`src/rtl/ddr4_cmd_sched.sv`:
```
// DDR4 per-bank command scheduler: tracks open rows and bank timing, turns CPU
// requests into ACT/PRE/RD/WR and interleaves PREA/REF with postponable refresh.
module ddr4_cmd_sched #(
  parameter int BG_W         = 2,
  parameter int BA_W         = 2,
  parameter int ROW_W        = 17,
  parameter int COL_W        = 10,
  parameter int TRCD         = 11,
  parameter int TRP          = 11,
  parameter int TRAS         = 28,
  parameter int CL           = 11,
  parameter int CWL          = 11,
  parameter int TBL          = 4,
  parameter int TWR          = 12,
  parameter int TRTP         = 6,
  parameter int TRRD_S       = 4,
  parameter int TRRD_L       = 5,
  parameter int TRFC         = 128,
  parameter int TREFI        = 6240,
  parameter int MAX_POSTPONE = 8
) (
  input  logic                                clkin,
  input  logic                                crst,
  input  logic                                init_done,
  input  logic                                req_valid,
  input  logic                                req_wr,
  input  logic [BG_W+BA_W+ROW_W+COL_W-1:0]    req_addr,
  output logic                                req_ready,
  output logic                                cmd_valid,
  output logic [2:0]                          cmd,
  output logic [BG_W-1:0]                     cmd_bg,
  output logic [BA_W-1:0]                     cmd_ba,
  output logic [ROW_W-1:0]                    cmd_row,
  output logic [COL_W-1:0]                    cmd_col,
  output logic [3:0]                          ref_owed,
  output logic [2:0]                          curr_state
);

  localparam int ADDR_W = BG_W + BA_W + ROW_W + COL_W;
  localparam int BK_W   = BG_W + BA_W;
  localparam int NB     = 1 << BK_W;
  localparam int TW     = 16;
  localparam int RW     = 8;

  // Timers store "cycles until allowed" minus one: the decision cycle is one
  // cycle ahead of the bus, so a zero timer lands the command exactly tX later.
  localparam logic [TW-1:0] LD_TRCD = TW'(TRCD - 1);
  localparam logic [TW-1:0] LD_TRP  = TW'(TRP - 1);
  localparam logic [TW-1:0] LD_TRAS = TW'(TRAS - 1);
  localparam logic [TW-1:0] LD_TRFC = TW'(TRFC - 1);
  localparam logic [TW-1:0] LD_RD   = TW'(CL + TBL + TRTP - 1);
  localparam logic [TW-1:0] LD_WR   = TW'(CWL + TBL + TWR - 1);
  localparam logic [RW-1:0] LD_RRD  = RW'(TRRD_L - 1);
  localparam logic [RW-1:0] RRD_DIF = RW'(TRRD_L - TRRD_S);
  localparam logic [TW-1:0] REFI_MX = TW'(TREFI - 1);
  localparam logic [3:0]    OWE_FRC = 4'(MAX_POSTPONE);
  localparam logic [3:0]    OWE_MAX = 4'(MAX_POSTPONE + 1);

  localparam logic [2:0] CMD_NOP  = 3'd0;
  localparam logic [2:0] CMD_ACT  = 3'd1;
  localparam logic [2:0] CMD_RD   = 3'd2;
  localparam logic [2:0] CMD_WR   = 3'd3;
  localparam logic [2:0] CMD_PRE  = 3'd4;
  localparam logic [2:0] CMD_PREA = 3'd5;
  localparam logic [2:0] CMD_REF  = 3'd6;

  typedef enum logic [2:0] {
    ST_INIT    = 3'd0,
    ST_SERVE   = 3'd1,
    ST_REF_PRE = 3'd2,
    ST_REF_CMD = 3'd3
  } state_t;

  function automatic logic [TW-1:0] dec_sat(input logic [TW-1:0] v);
    return (v == TW'(0)) ? v : v - TW'(1);
  endfunction

  function automatic logic [TW-1:0] max_tw(input logic [TW-1:0] a, input logic [TW-1:0] b);
    return (a > b) ? a : b;
  endfunction

  state_t              state_r, state_nxt_s;
  logic [NB-1:0]       open_r;
  logic [ROW_W-1:0]    row_r   [NB];
  logic [TW-1:0]       t_cmd_r [NB];
  logic [TW-1:0]       t_pre_r [NB];
  logic [RW-1:0]       rrd_r;
  logic [BG_W-1:0]     last_act_bg_r;
  logic [TW-1:0]       refi_r;
  logic [3:0]          ref_owed_r;
  logic                cmd_valid_r;
  logic [2:0]          cmd_r, cmd_nxt_s;
  logic [BG_W-1:0]     cmd_bg_r, bg_nxt_s;
  logic [BA_W-1:0]     cmd_ba_r, ba_nxt_s;
  logic [ROW_W-1:0]    cmd_row_r, row_nxt_s;
  logic [COL_W-1:0]    cmd_col_r, col_nxt_s;
  logic                req_ready_s;
  logic                all_cmd_zero_s, all_pre_zero_s;

  logic [BG_W-1:0]  bg_s;
  logic [BA_W-1:0]  ba_s;
  logic [ROW_W-1:0] row_s;
  logic [COL_W-1:0] col_s;
  logic [BK_W-1:0]  b_s;
  logic             row_hit_s, rrd_ok_s, wrap_s, ref_issue_s;

  assign bg_s   = req_addr[ADDR_W-1 -: BG_W];
  assign ba_s   = req_addr[ADDR_W-BG_W-1 -: BA_W];
  assign row_s  = req_addr[COL_W +: ROW_W];
  assign col_s  = req_addr[COL_W-1:0];
  assign b_s    = {bg_s, ba_s};
  assign row_hit_s   = (row_r[b_s] == row_s);
  assign rrd_ok_s    = (bg_s == last_act_bg_r) ? (rrd_r == RW'(0)) : (rrd_r <= RRD_DIF);
  assign wrap_s      = (state_r != ST_INIT) && (refi_r == REFI_MX);
  assign ref_issue_s = (cmd_nxt_s == CMD_REF);

  // Reduce per-bank timers to the all-clear flags used by the refresh states.
  always_comb begin
    all_cmd_zero_s = 1'b1;
    all_pre_zero_s = 1'b1;
    for (int i = 0; i < NB; i++) begin
      all_cmd_zero_s = all_cmd_zero_s & (t_cmd_r[i] == TW'(0));
      all_pre_zero_s = all_pre_zero_s & (t_pre_r[i] == TW'(0));
    end
  end

  // Next-state and next-command decision; the chosen command is registered onto the bus.
  always_comb begin
    state_nxt_s = state_r;
    cmd_nxt_s   = CMD_NOP;
    bg_nxt_s    = {BG_W{1'b0}};
    ba_nxt_s    = {BA_W{1'b0}};
    row_nxt_s   = {ROW_W{1'b0}};
    col_nxt_s   = {COL_W{1'b0}};
    req_ready_s = 1'b0;
    case (state_r)
      ST_INIT: begin
        if (init_done) state_nxt_s = ST_SERVE;
        else           state_nxt_s = ST_INIT;
      end
      ST_SERVE: begin
        if (ref_owed_r >= OWE_FRC) begin
          state_nxt_s = ST_REF_PRE;
        end else if ((ref_owed_r != 4'd0) && !req_valid) begin
          state_nxt_s = ST_REF_PRE;
        end else if (req_valid && open_r[b_s] && row_hit_s && (t_cmd_r[b_s] == TW'(0))) begin
          cmd_nxt_s   = req_wr ? CMD_WR : CMD_RD;
          bg_nxt_s    = bg_s;
          ba_nxt_s    = ba_s;
          col_nxt_s   = col_s;
          req_ready_s = 1'b1;
        end else if (req_valid && open_r[b_s] && !row_hit_s &&
                     (t_pre_r[b_s] == TW'(0)) && (t_cmd_r[b_s] == TW'(0))) begin
          cmd_nxt_s = CMD_PRE;
          bg_nxt_s  = bg_s;
          ba_nxt_s  = ba_s;
        end else if (req_valid && !open_r[b_s] && (t_cmd_r[b_s] == TW'(0)) && rrd_ok_s) begin
          cmd_nxt_s = CMD_ACT;
          bg_nxt_s  = bg_s;
          ba_nxt_s  = ba_s;
          row_nxt_s = row_s;
        end else begin
          state_nxt_s = ST_SERVE;
        end
      end
      ST_REF_PRE: begin
        if (open_r == {NB{1'b0}}) begin
          if (all_cmd_zero_s) state_nxt_s = ST_REF_CMD;
          else                state_nxt_s = ST_REF_PRE;
        end else if (all_pre_zero_s) begin
          cmd_nxt_s   = CMD_PREA;
          state_nxt_s = ST_REF_CMD;
        end else begin
          state_nxt_s = ST_REF_PRE;
        end
      end
      ST_REF_CMD: begin
        if (all_cmd_zero_s) begin
          cmd_nxt_s   = CMD_REF;
          state_nxt_s = ST_SERVE;
        end else begin
          state_nxt_s = ST_REF_CMD;
        end
      end
      default: state_nxt_s = ST_INIT;
    endcase
  end

  // State and registered command bus.
  always_ff @(posedge clkin or posedge crst) begin
    if (crst) begin
      state_r     <= ST_INIT;
      cmd_valid_r <= 1'b0;
      cmd_r       <= CMD_NOP;
      cmd_bg_r    <= {BG_W{1'b0}};
      cmd_ba_r    <= {BA_W{1'b0}};
      cmd_row_r   <= {ROW_W{1'b0}};
      cmd_col_r   <= {COL_W{1'b0}};
    end else begin
      state_r     <= state_nxt_s;
      cmd_valid_r <= (cmd_nxt_s != CMD_NOP);
      cmd_r       <= cmd_nxt_s;
      cmd_bg_r    <= bg_nxt_s;
      cmd_ba_r    <= ba_nxt_s;
      cmd_row_r   <= row_nxt_s;
      cmd_col_r   <= col_nxt_s;
    end
  end

  // Per-bank open/row tracking and timers; a load overrides the decrement.
  always_ff @(posedge clkin or posedge crst) begin
    if (crst) begin
      open_r <= {NB{1'b0}};
      for (int i = 0; i < NB; i++) begin
        row_r[i]   <= {ROW_W{1'b0}};
        t_cmd_r[i] <= TW'(0);
        t_pre_r[i] <= TW'(0);
      end
    end else begin
      for (int i = 0; i < NB; i++) begin
        t_cmd_r[i] <= dec_sat(t_cmd_r[i]);
        t_pre_r[i] <= dec_sat(t_pre_r[i]);
        if (cmd_nxt_s == CMD_PREA) begin
          open_r[i]  <= 1'b0;
          t_cmd_r[i] <= LD_TRP;
        end else if (cmd_nxt_s == CMD_REF) begin
          t_cmd_r[i] <= LD_TRFC;
        end else if (b_s == BK_W'(i)) begin
          case (cmd_nxt_s)
            CMD_ACT: begin
              open_r[i]  <= 1'b1;
              row_r[i]   <= row_s;
              t_cmd_r[i] <= LD_TRCD;
              t_pre_r[i] <= LD_TRAS;
            end
            CMD_RD:  t_pre_r[i] <= max_tw(dec_sat(t_pre_r[i]), LD_RD);
            CMD_WR:  t_pre_r[i] <= max_tw(dec_sat(t_pre_r[i]), LD_WR);
            CMD_PRE: begin
              open_r[i]  <= 1'b0;
              t_cmd_r[i] <= LD_TRP;
            end
            default: ;
          endcase
        end
      end
    end
  end

  // Global ACT-to-ACT spacing.
  always_ff @(posedge clkin or posedge crst) begin
    if (crst) begin
      rrd_r         <= RW'(0);
      last_act_bg_r <= {BG_W{1'b0}};
    end else if (cmd_nxt_s == CMD_ACT) begin
      rrd_r         <= LD_RRD;
      last_act_bg_r <= bg_s;
    end else begin
      rrd_r <= (rrd_r == RW'(0)) ? rrd_r : rrd_r - RW'(1);
    end
  end

  // Refresh interval counter and owed-refresh bookkeeping.
  always_ff @(posedge clkin or posedge crst) begin
    if (crst) begin
      refi_r     <= TW'(0);
      ref_owed_r <= 4'd0;
    end else begin
      if (state_r == ST_INIT) refi_r <= TW'(0);
      else if (wrap_s)        refi_r <= TW'(0);
      else                    refi_r <= refi_r + TW'(1);
      if (wrap_s && !ref_issue_s && (ref_owed_r != OWE_MAX)) ref_owed_r <= ref_owed_r + 4'd1;
      else if (ref_issue_s && !wrap_s && (ref_owed_r != 4'd0)) ref_owed_r <= ref_owed_r - 4'd1;
      else ref_owed_r <= ref_owed_r;
    end
  end

  assign req_ready  = req_ready_s;
  assign cmd_valid  = cmd_valid_r;
  assign cmd        = cmd_r;
  assign cmd_bg     = cmd_bg_r;
  assign cmd_ba     = cmd_ba_r;
  assign cmd_row    = cmd_row_r;
  assign cmd_col    = cmd_col_r;
  assign ref_owed   = ref_owed_r;
  assign curr_state = state_r;

endmodule

```
`config.mk`:
```
export PLATFORM = sky130hd
export DESIGN_NAME = ddr4_cmd_sched
export DESIGN_NICKNAME = d
export VERILOG_FILES = /design/src/rtl/ddr4_cmd_sched.sv
export SDC_FILE = /design/constraint.sdc
export NUM_CORES = 2
export LEC_CHECK = 0
export CAP_MARGIN = 25
export CORE_MARGIN = 2
export CORE_UTILIZATION = 45
export DETAILED_ROUTE_END_ITERATION = 8
export SLEW_MARGIN = 10
export SYNTH_ARGS = -nofsm -noshare
export SYNTH_HDL_FRONTEND = slang
export SYNTH_SLANG_ARGS = --single-unit
```
`constraint.sdc`:
```
create_clock -name clkin -period 73.6 [get_ports clkin]
set_input_delay 7.36 -clock clkin [delete_from_list [all_inputs] [get_ports clkin]]
set_output_delay 7.36 -clock clkin [all_outputs]
set_load 0.03 [all_outputs]
```
Word-level counts from Yosys, hierarchy flattened
Index checks and enable logic that the tools add are counted.

Logic and storage cells: 632. Output and inout bits: 43. Input bits: 36. Bits in registers: 868.

Equality and inequality tests: 33. Order comparisons: 36. Bitwise operators: 33. Mux-type cells: 306. Add/sub/neg operators: 36. Reductions and logical operators: 113.

Operator list (number): two-way mux 16 bit (182); case mux 16 bit (3 select lines) (16); logical NOT 16 bit (35); greater-than comparator 16 x 5 -> 1 bit, second input constant (32); subtractor 16 x 1 -> 16 bit, second input constant (32); two-way mux 17 bit (8); binary-select mux 16 bit (select 4 bit) (2); binary-select mux 17 bit (select 4 bit) (1); AND reduction 4 bit (16); two-way mux 1 bit (59); AND reduction 3 bit (17); two-way mux 10 bit (4); two-way mux 3 bit (13); nonzero test 2 bit (17); == test 4 bit, second input constant (8); AND 1 bit (30); two-way mux 2 bit (13); == test 17 bit (1); adder 16 x 1 -> 16 bit, second input constant (1); == test 16 x 13 -> 1 bit, second input constant (1); == test 4 x 3 -> 1 bit, second input constant (4); two-way mux 8 bit (2); inequality test 4 bit, second input constant (4); logical AND 1 bit (15); 28 further kinds (44).

Logic depth before layout (Yosys ltp)
Depth in word-level cells: 25. Gate-level depth with buffers: 17. Gate-level depth less buffers: 14.

Worst setup path after synthesis
Ideal clock, no wire load.

Kind: input-to-output. Start point: input req_addr[28]. End point: output req_ready. Arrival time: 10.426 ns. Buffers on the path: 7. Stages on the path: 15. Data required time: 66.240 ns. Slack: 55.814 ns. Cell sequence: clkbuf_1 > buf_2 > buf_2 > buf_1 > mux4_2 > a22oi_1 > nand2_1 > xor2_1 > a211oi_1 > o21a_1 > buf_2 > nand3_2 > inv_2 > buf_2 > clkbuf_1.

Cells in the longest elaborated chain, start to end: 11. Elaborated cells between the ends (all ways): 18. Classes of those cells: eq/ne: 1; mux: 12; bitwise: 1; reduce/logical: 4.

Ends and longest elaborated chain: start, declared (RTL line 27) `input logic [BG_W+BA_W+ROW_W+COL_W-1:0] req_addr,`; NOT 4 -> 5 bit (implied by the code) (RTL line 112, 146); binary-select mux 17 bit (select 4 bit) (RTL line 112) `assign row_hit_s = (row_r[b_s] == row_s);`; two-way mux 17 bit (implied by the code) (2 in series) (RTL line 112); == test 17 bit (RTL line 112); logical AND 1 bit (RTL line 146) `end else if (req_valid && open_r[b_s] && row_hit_s && (t_cmd_r[b_s] == TW'(0))) begin`; logical AND 1 bit (*) (RTL line 146); two-way mux 1 bit (*) (RTL line 146); two-way mux 1 bit (*) (RTL line 144) `end else if ((ref_owed_r != 4'd0) && !req_valid) begin`; two-way mux 1 bit (*) (RTL line 142) `if (ref_owed_r >= OWE_FRC) begin`; two-way mux 1 bit (*) (RTL line 136) `case (state_r)`; end, declared (RTL line 28) `output logic req_ready,`.

Mark *: on every way between the ends. The rest lies on a longest branch, timed or not. The select of a mux whose other input is x is not followed.

Final worst setup path
Start point: input req_addr[27]. End point: output req_ready.

Same word-level chain as after synthesis.

==> impl_metrics.env <==
export IMPL_fp_dieW_um=327.0
export IMPL_holdBufCountCts=0
export IMPL_core_area_um2=103500
export IMPL_syn_num_nets=4919
export IMPL_syn_avg_cell_area_um2=9.687
export IMPL_worstPathMaxFanout=61
export IMPL_grt_pass1_wl_mm=210.7
export IMPL_fin_crit_sh_pct=27.74
export IMPL_path_class="in -> out"
export IMPL_numCtsBuffers=98
export IMPL_final_hold_viol_count=0
export IMPL_clk_path_buf_depth=3
export IMPL_die_y_um=327.0
export IMPL_wl_per_cell_um=21.00
export IMPL_cts_num_sinks=867
export IMPL_multi_input_area_um2=24030
export IMPL_area_growth_pct=12.06
export IMPL_ys_dominant_reg_cell="dfrtp_1"
export IMPL_min_delay_start="row_r[18]"
export IMPL_port_buffers=77
export IMPL_tns_ns=0
export IMPL_synth_seq_cells=867
export IMPL_cts_resized=0
export IMPL_p_total_mw=1.027
export IMPL_final_net_count=4970
export IMPL_cp_end_kind="primary output"
export IMPL_rsz0062_at_grt="false"
export IMPL_antenna_found_initial=6
export IMPL_num_rows=118
export IMPL_r2r_start="t_cmd_r[4]"
export IMPL_root_buffer="clkbuf_16"
export IMPL_vias=37050
export IMPL_arrival_ns=13.06
export IMPL_slew_viol_final=0
export IMPL_ant_nets=0
export IMPL_drc_errors=0
export IMPL_n_fill_cell=9396
export IMPL_die_area_um2=106900
export IMPL_post_dp_cell_area_um2=49130
export IMPL_post_place_ws_ns=53.30
export IMPL_synth_edf_count=0
export IMPL_drtPass1Iterations=5
export IMPL_fmax_mhz=48.98
export IMPL_cts_tree="built"
export IMPL_hold_path_class="reg -> reg"
export IMPL_synthArstFlopShare_pct=100.0
export IMPL_max_cap_viol_count=0
export IMPL_min_period_ns=20.42
export IMPL_min_to="row_r[18]"
export IMPL_gp_congestion=0.9467
export IMPL_critPathLaunchType="input pin"
export IMPL_drt_iter0_markers=3056
export IMPL_relSlewSlack_pct=26.60
export IMPL_fin_area_um2=52590
export IMPL_netlist_area_um2=46930
export IMPL_holdWs_ns=0.4648
export IMPL_grt_remaining_overflow=0
export IMPL_hpwl_mm=90.07
export IMPL_final_cell_mix="867 x dfrtp_1, 680 x nor2_1, 473 x nand2_1, 251 x mux2_2, 247 x xnor2_1"
export IMPL_regToRegEndpoint="t_pre_r[51]"
export IMPL_regArea_um2=21700
export IMPL_grt_pass1_vias=35950
export IMPL_fin_cells=6359
export IMPL_setup_violations=0
export IMPL_whs_path_depth=2
export IMPL_power_density_nw_per_um2=19.53
export IMPL_yosys_warnings=0
export IMPL_insertion_delay_ns=0.70
export IMPL_viasPerCell=5.827
export IMPL_power_leakage_nw=22.36
export IMPL_drive_above_1_share_pct=13.32
export IMPL_placed_cells=6173
export IMPL_htreeDepth=3
export IMPL_fin_ws_ns=53.18
export IMPL_post_cts_setup_buffer_count=0
export IMPL_reg2reg_depth=11
export IMPL_synth_cell_types=109
export IMPL_final_core_util_pct=50.82
export IMPL_final_common_cell="dfrtp_1"
export IMPL_r2r_slack_ns=67.47
export IMPL_clk_pin_slew_ns=0.06
export IMPL_synth_cells=4845
export IMPL_grtUsageTotal_pct=24.98
export IMPL_vdd_ir_drop_max_uv=19.57
export IMPL_required_ns=66.24
export IMPL_status="completed"
export IMPL_ios=79
export IMPL_antenna_cells=0
export IMPL_skew_ns=0.03438
export IMPL_grt_max_degree=103
export IMPL_wl_mm=133.5
export IMPL_ys_seq_area_share_pct=46.23
export IMPL_worstMarginPinSlew_ns=1.091
export IMPL_start_util_pct=45.35
how the worst max path moves through the flow:
stage                  from   endpoint  slack, ns  cells after the start
3_3_place_gp   req_addr[27]  req_ready      53.45                     11
2_1_floorplan          crst     cmd[0]      41.87                      1
6_report       req_addr[27]  req_ready      53.18                     11
3_5_place_dp   req_addr[27]  req_ready      53.30                     11
4_1_cts        req_addr[27]  req_ready      53.30                     11
5_1_grt        req_addr[27]  req_ready      52.88                     11
report_power, final:
group	internal [mW]	switching [mW]	total (mW)
sequential	0.479	0.00191	0.481
clock	0.304	0.210	0.514
combinational	0.00874	0.0236	0.0324
total	0.792	0.236	1.03
routing by layer:
metal | GRT usage (%) | vias up | wire length (um)
met5 | 0 | - | 30
met4 | 10.58 | 4 | 5821
met3 | 3.918 | 279 | 7595
met2 | 38.61 | 1063 | 59570
met1 | 35.02 | 18370 | 60500
li1 | - | 17340 | -
logic make-up (layout without fill, tap and decap cells):
logic type	Yosys count	in the layout	synth area share [%]
buffers and inverters	300	434	2.727
DFF	867	867	46.23
and+or+nand+nor	2188	2188	23.07
adders and majority gates	38	38	1.029
xor gates and xnor gates	392	392	7.315
other	1	1	0.007990
muxes	374	374	10.03
AOI/OAI and AO/OA	685	685	9.595
registers in the layout, indices dropped and copies added, names as in the netlist, 3 cells and up:
name,flops
cmd,3
cmd_col,10
cmd_row,17
open_r,16
ref_owed,4
refi_r,16
row_r,272
rrd_r,8
t_cmd_r,256
t_pre_r,256
cell type report:
type                       instances  area share [%]
clock inverter                    50           1.116
sequential                       867           41.25
multi-input combinational       3678           45.69
tap                             1380           3.283
inverter                          98          0.7137
timing repair buffer             153           2.586
clock buffer                     133           5.355
cells in the mapped netlist (16+ instances only):
cell type	instances	area [um^2]
nand3b_1	23	172.7
nand2b_1	58	362.9
xnor2_1	247	2163
and3_1	31	193.9
nor2_1	684	2567
nand3_1	107	535.5
o211ai_1	30	225.2
nor3b_1	25	187.7
a21o_1	16	120.1
nor4_1	135	844.6
dfrtp_1	867	21700
a21oi_1	192	960.9
o31ai_1	26	195.2
mux4_2	52	1171
nand4_1	61	381.6
a31oi_1	31	193.9
inv_1	97	364.1
a211oi_1	24	180.2
xor2_1	145	1270
o21ai_0	164	820.8
mux2i_1	71	710.7
and2_1	59	369.1
ha_1	37	462.9
nand2_1	473	1775
o22ai_1	18	112.6
or3_1	70	437.9
nor3_1	242	1211
buf_2	38	190.2
or4_1	57	427.9
clkbuf_1	128	480.5
nor2b_1	42	262.8
mux2_2	251	2826
or2_2	26	162.7
worst max-delay path, cell delays in order:
cell             delay, ns
buf_6                 0.48
buf_4                 0.86
mux4_2                0.60
a22o_1                0.23
a221oi_1              0.25
xor2_1                0.22
nand4_1               0.20
nor3_2                0.50
nand3_2               0.60
inv_2                 0.81
clkdlybuf4s50_1       0.81
No activity file was read; power rests on OpenSTA's default activity.
